**config.mk**
```make
export PLATFORM = sky130hd
export DESIGN_NAME = multicycle_controller
export DESIGN_NICKNAME = d
export VERILOG_FILES = /design/src/rtl/mips_pkg.sv /design/src/rtl/mem_wait_timer.sv /design/src/rtl/multicycle_controller.sv
export SDC_FILE = /design/constraint.sdc
export NUM_CORES = 1
export LEC_CHECK = 0
export ABC_CLOCK_PERIOD_IN_PS = 3400
export CAP_MARGIN = 5
export CORE_MARGIN = 5
export CORE_UTILIZATION = 45
export CTS_BUF_LIST = sky130_fd_sc_hd__clkbuf_16
export CTS_CLUSTER_SIZE = 12
export DETAILED_ROUTE_END_ITERATION = 8
export PLACE_DENSITY = 0.9
export SLEW_MARGIN = 15
export SYNTH_ARGS = -nofsm -noshare
export SYNTH_HDL_FRONTEND = slang
export SYNTH_SLANG_ARGS = --single-unit
```
**constraint.sdc**
```tcl
create_clock -name clk -period 3.4 [get_ports clk]
set_input_delay 1.02 -clock clk [delete_from_list [all_inputs] [get_ports clk]]
set_output_delay 1.02 -clock clk [all_outputs]
set_load 0.05 [all_outputs]
```
**src/rtl/mips_pkg.sv**
```systemverilog
// Shared definitions for the multicycle MIPS controller: opcodes, FSM states,
// and datapath mux/ALU encodings.
package mips_pkg;

  localparam logic [5:0] OP_RTYPE = 6'h00;
  localparam logic [5:0] OP_LW    = 6'h23;
  localparam logic [5:0] OP_SW    = 6'h2B;
  localparam logic [5:0] OP_BEQ   = 6'h04;
  localparam logic [5:0] OP_J     = 6'h02;
  localparam logic [5:0] OP_ADDI  = 6'h08;

  typedef enum logic [3:0] {
    S_FETCH   = 4'd0,
    S_DECODE  = 4'd1,
    S_MEMADR  = 4'd2,
    S_MEMRD   = 4'd3,
    S_MEMWB   = 4'd4,
    S_MEMWR   = 4'd5,
    S_EXEC    = 4'd6,
    S_ALUWB   = 4'd7,
    S_BRANCH  = 4'd8,
    S_JUMP    = 4'd9,
    S_ADDIEX  = 4'd10,
    S_ADDIWB  = 4'd11,
    S_ILLEGAL = 4'd12
  } mc_state_t;

  localparam logic [1:0] ALU_ADD   = 2'b00;
  localparam logic [1:0] ALU_SUB   = 2'b01;
  localparam logic [1:0] ALU_FUNCT = 2'b10;

  localparam logic [1:0] SRCB_B      = 2'b00;
  localparam logic [1:0] SRCB_FOUR   = 2'b01;
  localparam logic [1:0] SRCB_IMM    = 2'b10;
  localparam logic [1:0] SRCB_IMM_SH = 2'b11;

  localparam logic [1:0] PCS_ALU    = 2'b00;
  localparam logic [1:0] PCS_ALUOUT = 2'b01;
  localparam logic [1:0] PCS_JUMP   = 2'b10;

  // States that hold a memory transaction open and may stall on mem_ready.
  function automatic logic is_wait_state(input mc_state_t s);
    return (s == S_FETCH) || (s == S_MEMRD) || (s == S_MEMWR);
  endfunction

endpackage

```
**src/rtl/mem_wait_timer.sv**
```systemverilog
// Bounded wait counter for memory states; flags timeout on the cycle the
// WAIT_LIMIT-th stalled cycle would be reached.
module mem_wait_timer
  import mips_pkg::*;
#(
  parameter int WAIT_LIMIT = 15,
  parameter int CNT_W      = $clog2(WAIT_LIMIT + 1)
) (
  input  logic      clk,
  input  logic      reset,
  input  mc_state_t state,
  input  logic      mem_ready,
  output logic      timeout
);

  logic             waiting;
  logic [CNT_W-1:0] cnt;

  assign waiting = is_wait_state(state);
  // Counter holds the number of stalled cycles already spent; this cycle is the last allowed one.
  assign timeout = waiting && !mem_ready && (cnt == CNT_W'(WAIT_LIMIT - 1));

  // Any cycle that does not stay stalled in a wait state clears, so entry always starts at zero.
  always_ff @(posedge clk) begin
    if (reset)
      cnt <= '0;
    else if (waiting && !mem_ready && !timeout)
      cnt <= cnt + CNT_W'(1);
    else
      cnt <= '0;
  end

endmodule

```
**src/rtl/multicycle_controller.sv**
```systemverilog
// Moore FSM sequencing a multicycle MIPS datapath. Define MULTICYCLE_ADDI_EN
// to add addi support (states 10/11); otherwise opcode 0x08 is illegal.
module multicycle_controller
  import mips_pkg::*;
#(
  parameter int WAIT_LIMIT = 15
) (
  input  logic       clk,
  input  logic       reset,
  input  logic [5:0] opcode,
  input  logic       mem_ready,
  output logic       pc_write,
  output logic       pc_write_cond,
  output logic       i_or_d,
  output logic       mem_read,
  output logic       mem_write,
  output logic       ir_write,
  output logic       mem_to_reg,
  output logic       reg_dst,
  output logic       reg_write,
  output logic       alu_src_a,
  output logic [1:0] alu_src_b,
  output logic [1:0] alu_op,
  output logic [1:0] pc_source,
  output logic       instr_done,
  output logic       illegal_op,
  output logic       mem_err,
  output logic [3:0] state
);

  localparam int CNT_W = $clog2(WAIT_LIMIT + 1);

  mc_state_t state_q;
  logic      timeout;

  mem_wait_timer #(
    .WAIT_LIMIT (WAIT_LIMIT),
    .CNT_W      (CNT_W)
  ) u_timer (
    .clk       (clk),
    .reset     (reset),
    .state     (state_q),
    .mem_ready (mem_ready),
    .timeout   (timeout)
  );

  always_ff @(posedge clk) begin
    if (reset) begin
      state_q <= S_FETCH;
    end else begin
      case (state_q)
        S_FETCH:  state_q <= mem_ready ? S_DECODE : S_FETCH;
        S_DECODE: begin
          case (opcode)
            OP_RTYPE:     state_q <= S_EXEC;
            OP_LW, OP_SW: state_q <= S_MEMADR;
            OP_BEQ:       state_q <= S_BRANCH;
            OP_J:         state_q <= S_JUMP;
`ifdef MULTICYCLE_ADDI_EN
            OP_ADDI:      state_q <= S_ADDIEX;
`endif
            default:      state_q <= S_ILLEGAL;
          endcase
        end
        S_MEMADR: state_q <= (opcode == OP_LW) ? S_MEMRD : S_MEMWR;
        S_MEMRD: begin
          if (mem_ready)    state_q <= S_MEMWB;
          else if (timeout) state_q <= S_FETCH;
          else              state_q <= S_MEMRD;
        end
        S_MEMWR:  state_q <= (mem_ready || timeout) ? S_FETCH : S_MEMWR;
        S_EXEC:   state_q <= S_ALUWB;
`ifdef MULTICYCLE_ADDI_EN
        S_ADDIEX: state_q <= S_ADDIWB;
`endif
        default:  state_q <= S_FETCH;
      endcase
    end
  end

  assign state = reset ? 4'd0 : state_q;

  // Gating on reset keeps every strobe low while reset is held, even mid-instruction.
  always_comb begin
    pc_write      = 1'b0;
    pc_write_cond = 1'b0;
    i_or_d        = 1'b0;
    mem_read      = 1'b0;
    mem_write     = 1'b0;
    ir_write      = 1'b0;
    mem_to_reg    = 1'b0;
    reg_dst       = 1'b0;
    reg_write     = 1'b0;
    alu_src_a     = 1'b0;
    alu_src_b     = SRCB_B;
    alu_op        = ALU_ADD;
    pc_source     = PCS_ALU;
    instr_done    = 1'b0;
    illegal_op    = 1'b0;
    mem_err       = 1'b0;
    if (!reset) begin
      case (state_q)
        S_FETCH: begin
          mem_read  = 1'b1;
          alu_src_b = SRCB_FOUR;
          ir_write  = mem_ready;
          pc_write  = mem_ready;
          mem_err   = timeout;
        end
        S_DECODE: alu_src_b = SRCB_IMM_SH;
        S_MEMADR: begin
          alu_src_a = 1'b1;
          alu_src_b = SRCB_IMM;
        end
        S_MEMRD: begin
          mem_read = 1'b1;
          i_or_d   = 1'b1;
          mem_err  = timeout;
        end
        S_MEMWB: begin
          mem_to_reg = 1'b1;
          reg_write  = 1'b1;
          instr_done = 1'b1;
        end
        S_MEMWR: begin
          // An abandoned store drops its strobe in the timeout cycle.
          mem_write  = !timeout;
          i_or_d     = 1'b1;
          instr_done = mem_ready;
          mem_err    = timeout;
        end
        S_EXEC: begin
          alu_src_a = 1'b1;
          alu_op    = ALU_FUNCT;
        end
        S_ALUWB: begin
          reg_dst    = 1'b1;
          reg_write  = 1'b1;
          instr_done = 1'b1;
        end
        S_BRANCH: begin
          alu_src_a     = 1'b1;
          alu_op        = ALU_SUB;
          pc_write_cond = 1'b1;
          pc_source     = PCS_ALUOUT;
          instr_done    = 1'b1;
        end
        S_JUMP: begin
          pc_write   = 1'b1;
          pc_source  = PCS_JUMP;
          instr_done = 1'b1;
        end
`ifdef MULTICYCLE_ADDI_EN
        S_ADDIEX: begin
          alu_src_a = 1'b1;
          alu_src_b = SRCB_IMM;
        end
        S_ADDIWB: begin
          reg_write  = 1'b1;
          instr_done = 1'b1;
        end
`endif
        S_ILLEGAL: illegal_op = 1'b1;
        default: ;
      endcase
    end
  end

endmodule

```
# Word level (Yosys, flattened, before mapping)
# Index checks and enable logic that the tools add are counted.
dict set report totals {
  regBits 8
  latchBits 0
  ramBits 0
  romBits 0
  in_bits 9
  output_inout_bits 23
  word_cells 77
  n_memories 0
}
dict set report op_classes {
  addsub 1
  n_mul 0
  n_div 0
  magnitude_cmp 0
  n_eq_ne 15
  n_shift 0
  muxes 40
  bitwise 1
  n_reduce_logical 18
}
# operator n
set ops {}
lappend ops {{$mux 1} 25}
lappend ops {{$pmux 4 s6} 1}
lappend ops {{$eq 4x3->1 const B} 4}
lappend ops {{$eq 4x4->1 const B} 4}
lappend ops {{$pmux 4 s4} 1}
lappend ops {{$eq 6x6->1 const B} 2}
lappend ops {{$reduce_or 2->1} 5}
lappend ops {{$mux 3} 3}
lappend ops {{$eq 4x2->1 const B} 2}
lappend ops {{$mux 2} 4}
lappend ops {{$pmux 2 s2} 2}
lappend ops {{$eq 6x2->1 const B} 1}
lappend ops {{$eq 6x3->1 const B} 1}
lappend ops {{$logic_not 6->1} 1}
lappend ops {{$pmux 2 s3} 1}
lappend ops {{$reduce_or 3->1} 2}
lappend ops {{$add 4x1->4 const B} 1}
lappend ops {{$eq 4x1->1 const B} 1}
lappend ops {{$logic_not 4->1} 1}
lappend ops {{$mux 4} 1}
lappend ops {{$pmux 1 s2} 2}
lappend ops {{$reduce_or 4->1} 1}
lappend ops {{$logic_and 1x1->1} 3}
lappend ops {{$logic_or 1x1->1} 3}
lappend ops {{2 further kinds} 3}

# Depth between registers and ports, before layout
dict set report logic_depth {
  depth_word 9
  ltp_mapped 6
  ltp_nobuf 6
}

# By module
# A second synthesis with hierarchy kept.
dict set report unflattened {
  hier_cells 104
  hier_area_um2 728.2
}
# mod instances cells_each area_each_um2 seq_area_each_um2
set by_module_without_submodules {}
lappend by_module_without_submodules {multicycle_controller 1 80 509.2 80.1}
lappend by_module_without_submodules {mem_wait_timer 1 24 219.0 80.1}

# Worst setup path after synthesis
# Ideal clock, no wire load.
dict set report synth_timing {
  kind {input to output}
  from {in reset}
  to {out pc_source[0]}
  t_arrival_ns 3.169
  required_time_ns 2.380
  setup_slack_ns -0.789
  cell_stages 3
  n_path_buf 2
  cell_sequence {buf_2 -> nor4_1 -> buf_4}
}
dict set report synth_via {
  elab_chain_cells 1
}
# item line
set synth_rtl {}
lappend synth_rtl {{start: declaration} multicycle_controller.sv:9} ;# input logic reset,
lappend synth_rtl {{$mux 2} multicycle_controller.sv:101} ;# if (!reset) begin
lappend synth_rtl {{end: declaration} multicycle_controller.sv:24} ;# output logic [1:0] pc_source,
# Every way passes these cells.

# Worst setup path after layout
dict set report layout_timing {
  from {in mem_ready}
  to {out instr_done}
}
dict set report layout_via {
  elab_chain_cells 2
}
# item line
set layout_rtl {}
lappend layout_rtl {{start: declaration} multicycle_controller.sv:11} ;# input logic mem_ready,
lappend layout_rtl {{$pmux 1 s2} multicycle_controller.sv:102} ;# case (state_q)
lappend layout_rtl {{$mux 1} multicycle_controller.sv:101}
lappend layout_rtl {{end: declaration} multicycle_controller.sv:25} ;# output logic instr_done,
# Every way passes these cells.

==> impl_metrics.ini <==
[die]
boundaryPins = 32
floorplan.die.width_microns = 51.76
die-area_sq_mm = 0.002679
core.rowCount = 15
initial_utilization_pct = 46.44
dieHeight_microns = 51.76
design.core.area_sq_mm = 0.001689

[drt]
ant_nets = 0
drtPass1Iterations = 4
drc = 0
routed-via-count = 1025
drt-vias-per-instance = 6.327
detail_route.wl_per_cell_microns = 18.99
wl_microns = 3077
dr.first_iter.drc_count = 53

[timing]
setup-violations-final = 0
final_hold_viol_count = 0
period_needed_ps = 3387
max-slew-margin-rel_pct = 48.40
final_min_period_over_clock_period_pct = 99.62
fmax_mhz = 295.3
timing_max_transition_violations_final = 0
tightest_slew_ps = 773.0
finClkSkew_ps = 0.4621

[layout]
final_layout_size_suffix_gt1_share_pct = 39.31
areaGrowthSynthToFinish_pct = 92.98
finish.cell_count_without_fillers = 162
final_net_count = 158
layout.cell_area.non_filler_sq_mm = 0.001514
n_antenna_cell = 0

[synth]
mappedNetlistNets = 118
synth-main-ff-cell = sky130_fd_sc_hd__dfxtp_1
ys_async_sr_fraction_pct = 0
synth_cell_count_leaders = sky130_fd_sc_hd__nor2_1, sky130_fd_sc_hd__dfxtp_1, sky130_fd_sc_hd__nand2_1, sky130_fd_sc_hd__a21oi_1, sky130_fd_sc_hd__nand3_1
synth.most_common_cell = sky130_fd_sc_hd__nor2_1
netlist_area_sq_um = 784.5
synth.avg_cell_area_sq_um = 7.332
synth_top_cell_by_area = sky130_fd_sc_hd__dfxtp_1
netlist_instances = 107
register_bit_count_reported_by_yosys = 8
synth_top_area_share_pct = 20.41
number_of_distinct_library_cells_after_synthesis = 41
synth-edff-count = 0
synth.area.top_cells = sky130_fd_sc_hd__dfxtp_1, sky130_fd_sc_hd__and3_1, sky130_fd_sc_hd__nor2_1
yosys_warnings = 0
synth-seq-area-share_pct = 20.41

[setup_path]
worst_setup_path_startpoint = mem_ready
setup.worst_path.start_class = primary input
critPathMaxFanout = 2
critPathCapture = instr_done
rr_endpoint = state_q[2]$_SDFF_PP0_
worst_case_reg_to_reg_path_depth = 5
type_of_the_worst_setup_path = primary input to primary output
crit_required_ps = 2380
r2r_slack_ps = 1560
reg2reg_from = state_q[1]$_SDFF_PP0_
critPathCaptureType = primary output
critical_path_arrival_ps = 2370

[outcome]
outcome = finished, final reports clean

[clock_tree]
tritoncts_num_sinks = 8
cts-htree-levels = 1
tritoncts = yes
clkSlewWorstSetupHoldPaths_ps = 30
clockBufferDepth = 2
cts_buffers = 3
clk_root_buffer_cell = sky130_fd_sc_hd__clkbuf_16
insertion_delay_ps = 230

[flow_run]
max_cap_viol_count = 0

[global_route]
grt_first_pass_wirelength_microns = 4719
pin_count_of_the_biggest_net_entering_global_routing = 22
globalRouteOverflowTotal = 0
first_global_vias = 997
antenna_found_initial = 0
global_route.usage.total_pct = 24.38

[pwr]
p_leak_nw = 0.6067
ir_worst_vdd_mv = 0.3915
power-per-cell-area_mw_per_mm2 = 307.4

[worst_hold_path]
worst_hold_path_type = register to register

[place]
placement.io_buffers = 31
placed_cell_count = 157
gpl.final_weighted_congestion = 0.9037
detailed_place_hpwl_microns = 2198
placed_standard_cell_area_sq_mm = 0.001399
==> flip-flops by register name, indices dropped and copies added, names as in the netlist <==
| register | cells |
|---|---|
| state_q | 4 |
| u_timer.cnt | 4 |
==> worst max-delay path, cell delays in order <==
cell and delay (ps):
sky130_fd_sc_hd__clkdlybuf4s50_1 480, sky130_fd_sc_hd__nand2b_1 140, sky130_fd_sc_hd__nand3b_1 120, sky130_fd_sc_hd__a21o_1 240, sky130_fd_sc_hd__a21oi_2 200, sky130_fd_sc_hd__buf_12 160
==> repair_timing <==
| action | in CTS | in global routing |
|---|---|---|
| resized for setup | 3 | 3 |
| pin swaps | 0 | 3 |
| hold buffers | 0 | 0 |
| setup buffers | 0 | 2 |
| setup endpoints to repair | 5 | 7 |
==> logic make-up (layout without fill, tap and decap cells) <==
family,Yosys count,count (layout),share of synthesized area (%)
AO/OA/AOI/OAI,22,22,19.14
XOR/XNOR,4,4,4.467
adder cells (fa/ha/maj),2,2,3.189
buffers and inverters,11,49,9.090
flip-flops,8,8,20.41
multiplexers,1,1,1.435
AND/OR/NAND/NOR,59,59,42.27
==> worst min-delay path by stage <==
stage | from | end | slack [ps] | cells past startpoint
floorplan | u_timer.cnt[0]$_SDFF_PP0_ | u_timer.cnt[0]$_SDFF_PP0_ | 430 | 1
global placement | u_timer.cnt[0]$_SDFF_PP0_ | u_timer.cnt[0]$_SDFF_PP0_ | 440 | 1
detailed placement | u_timer.cnt[0]$_SDFF_PP0_ | u_timer.cnt[0]$_SDFF_PP0_ | 460 | 1
CTS | u_timer.cnt[0]$_SDFF_PP0_ | u_timer.cnt[0]$_SDFF_PP0_ | 470 | 1
global route | u_timer.cnt[0]$_SDFF_PP0_ | u_timer.cnt[0]$_SDFF_PP0_ | 520 | 1
finish | u_timer.cnt[0]$_SDFF_PP0_ | u_timer.cnt[0]$_SDFF_PP0_ | 470 | 1
==> placed cells by master, fill, tap and decap left out, types with 3 or more instances in the layout <==
cell type / synthesis / layout
sky130_fd_sc_hd__nand3_1: 7 / 7
sky130_fd_sc_hd__clkdlybuf4s50_1: 0 / 7
sky130_fd_sc_hd__xor2_1: 3 / 3
sky130_fd_sc_hd__a21oi_1: 7 / 5
sky130_fd_sc_hd__nor2_4: 0 / 3
sky130_fd_sc_hd__and3_1: 6 / 5
sky130_fd_sc_hd__o21ai_1: 3 / 3
sky130_fd_sc_hd__buf_12: 0 / 23
sky130_fd_sc_hd__dfxtp_1: 8 / 8
sky130_fd_sc_hd__buf_4: 1 / 12
sky130_fd_sc_hd__clkbuf_16: 0 / 3
sky130_fd_sc_hd__nor3_2: 2 / 3
sky130_fd_sc_hd__nor2b_1: 3 / 3
sky130_fd_sc_hd__nor2_1: 10 / 9
sky130_fd_sc_hd__nand2_1: 8 / 8
sky130_fd_sc_hd__nand2b_1: 4 / 4
==> stage by stage <==
stage | hold slack [ps] | total power, mW | utilization [%] | setup slack (ps) | setup TNS (ps)
finish | 466.3 | 0.4653 | 89.63 | 13.05 | 0
global placement | 438.3 | 0.2611 | 82.81 | 16.18 | 0
floorplan | 429.7 | 0.1955 | - | -149.6 | -166.3
CTS | 471.4 | 0.4657 | 88.07 | 13.23 | 0
global route | 521.6 | 0.4853 | 89.63 | -44.70 | -44.70
detailed placement | 462.4 | 0.2680 | 82.81 | -64.97 | -118.7
==> metal layers <==
layer / vias up / global-route usage [%] / routed length [microns] / share of wire (%)
met5: - / 0 / 0 / 0
met4: 0 / 18.34 / 146 / 4.7
met3: 17 / 4.585 / 234 / 7.6
met2: 72 / 44.28 / 1600 / 52
met1: 481 / 24.26 / 1096 / 36
li1: 455 / - / - / -
==> layout make-up <==
class / instances / area [sq um]
Multi-Input combinational cell: 88 / 608.1
Inverter: 3 / 16.27
Timing Repair Buffer: 43 / 633.1
Sequential cell: 8 / 160.2
Tap cell: 17 / 21.27
Fill cell: 77 / 175.2
Clock buffer: 3 / 75.07
==> power breakdown <==
group | total (mW) | switching (mW) | internal [mW]
Sequential | 0.113 | 0.0143 | 0.0987
Clock | 0.191 | 0.0402 | 0.151
Combinational | 0.161 | 0.0874 | 0.0738
No activity file was read; power rests on OpenSTA's default activity.
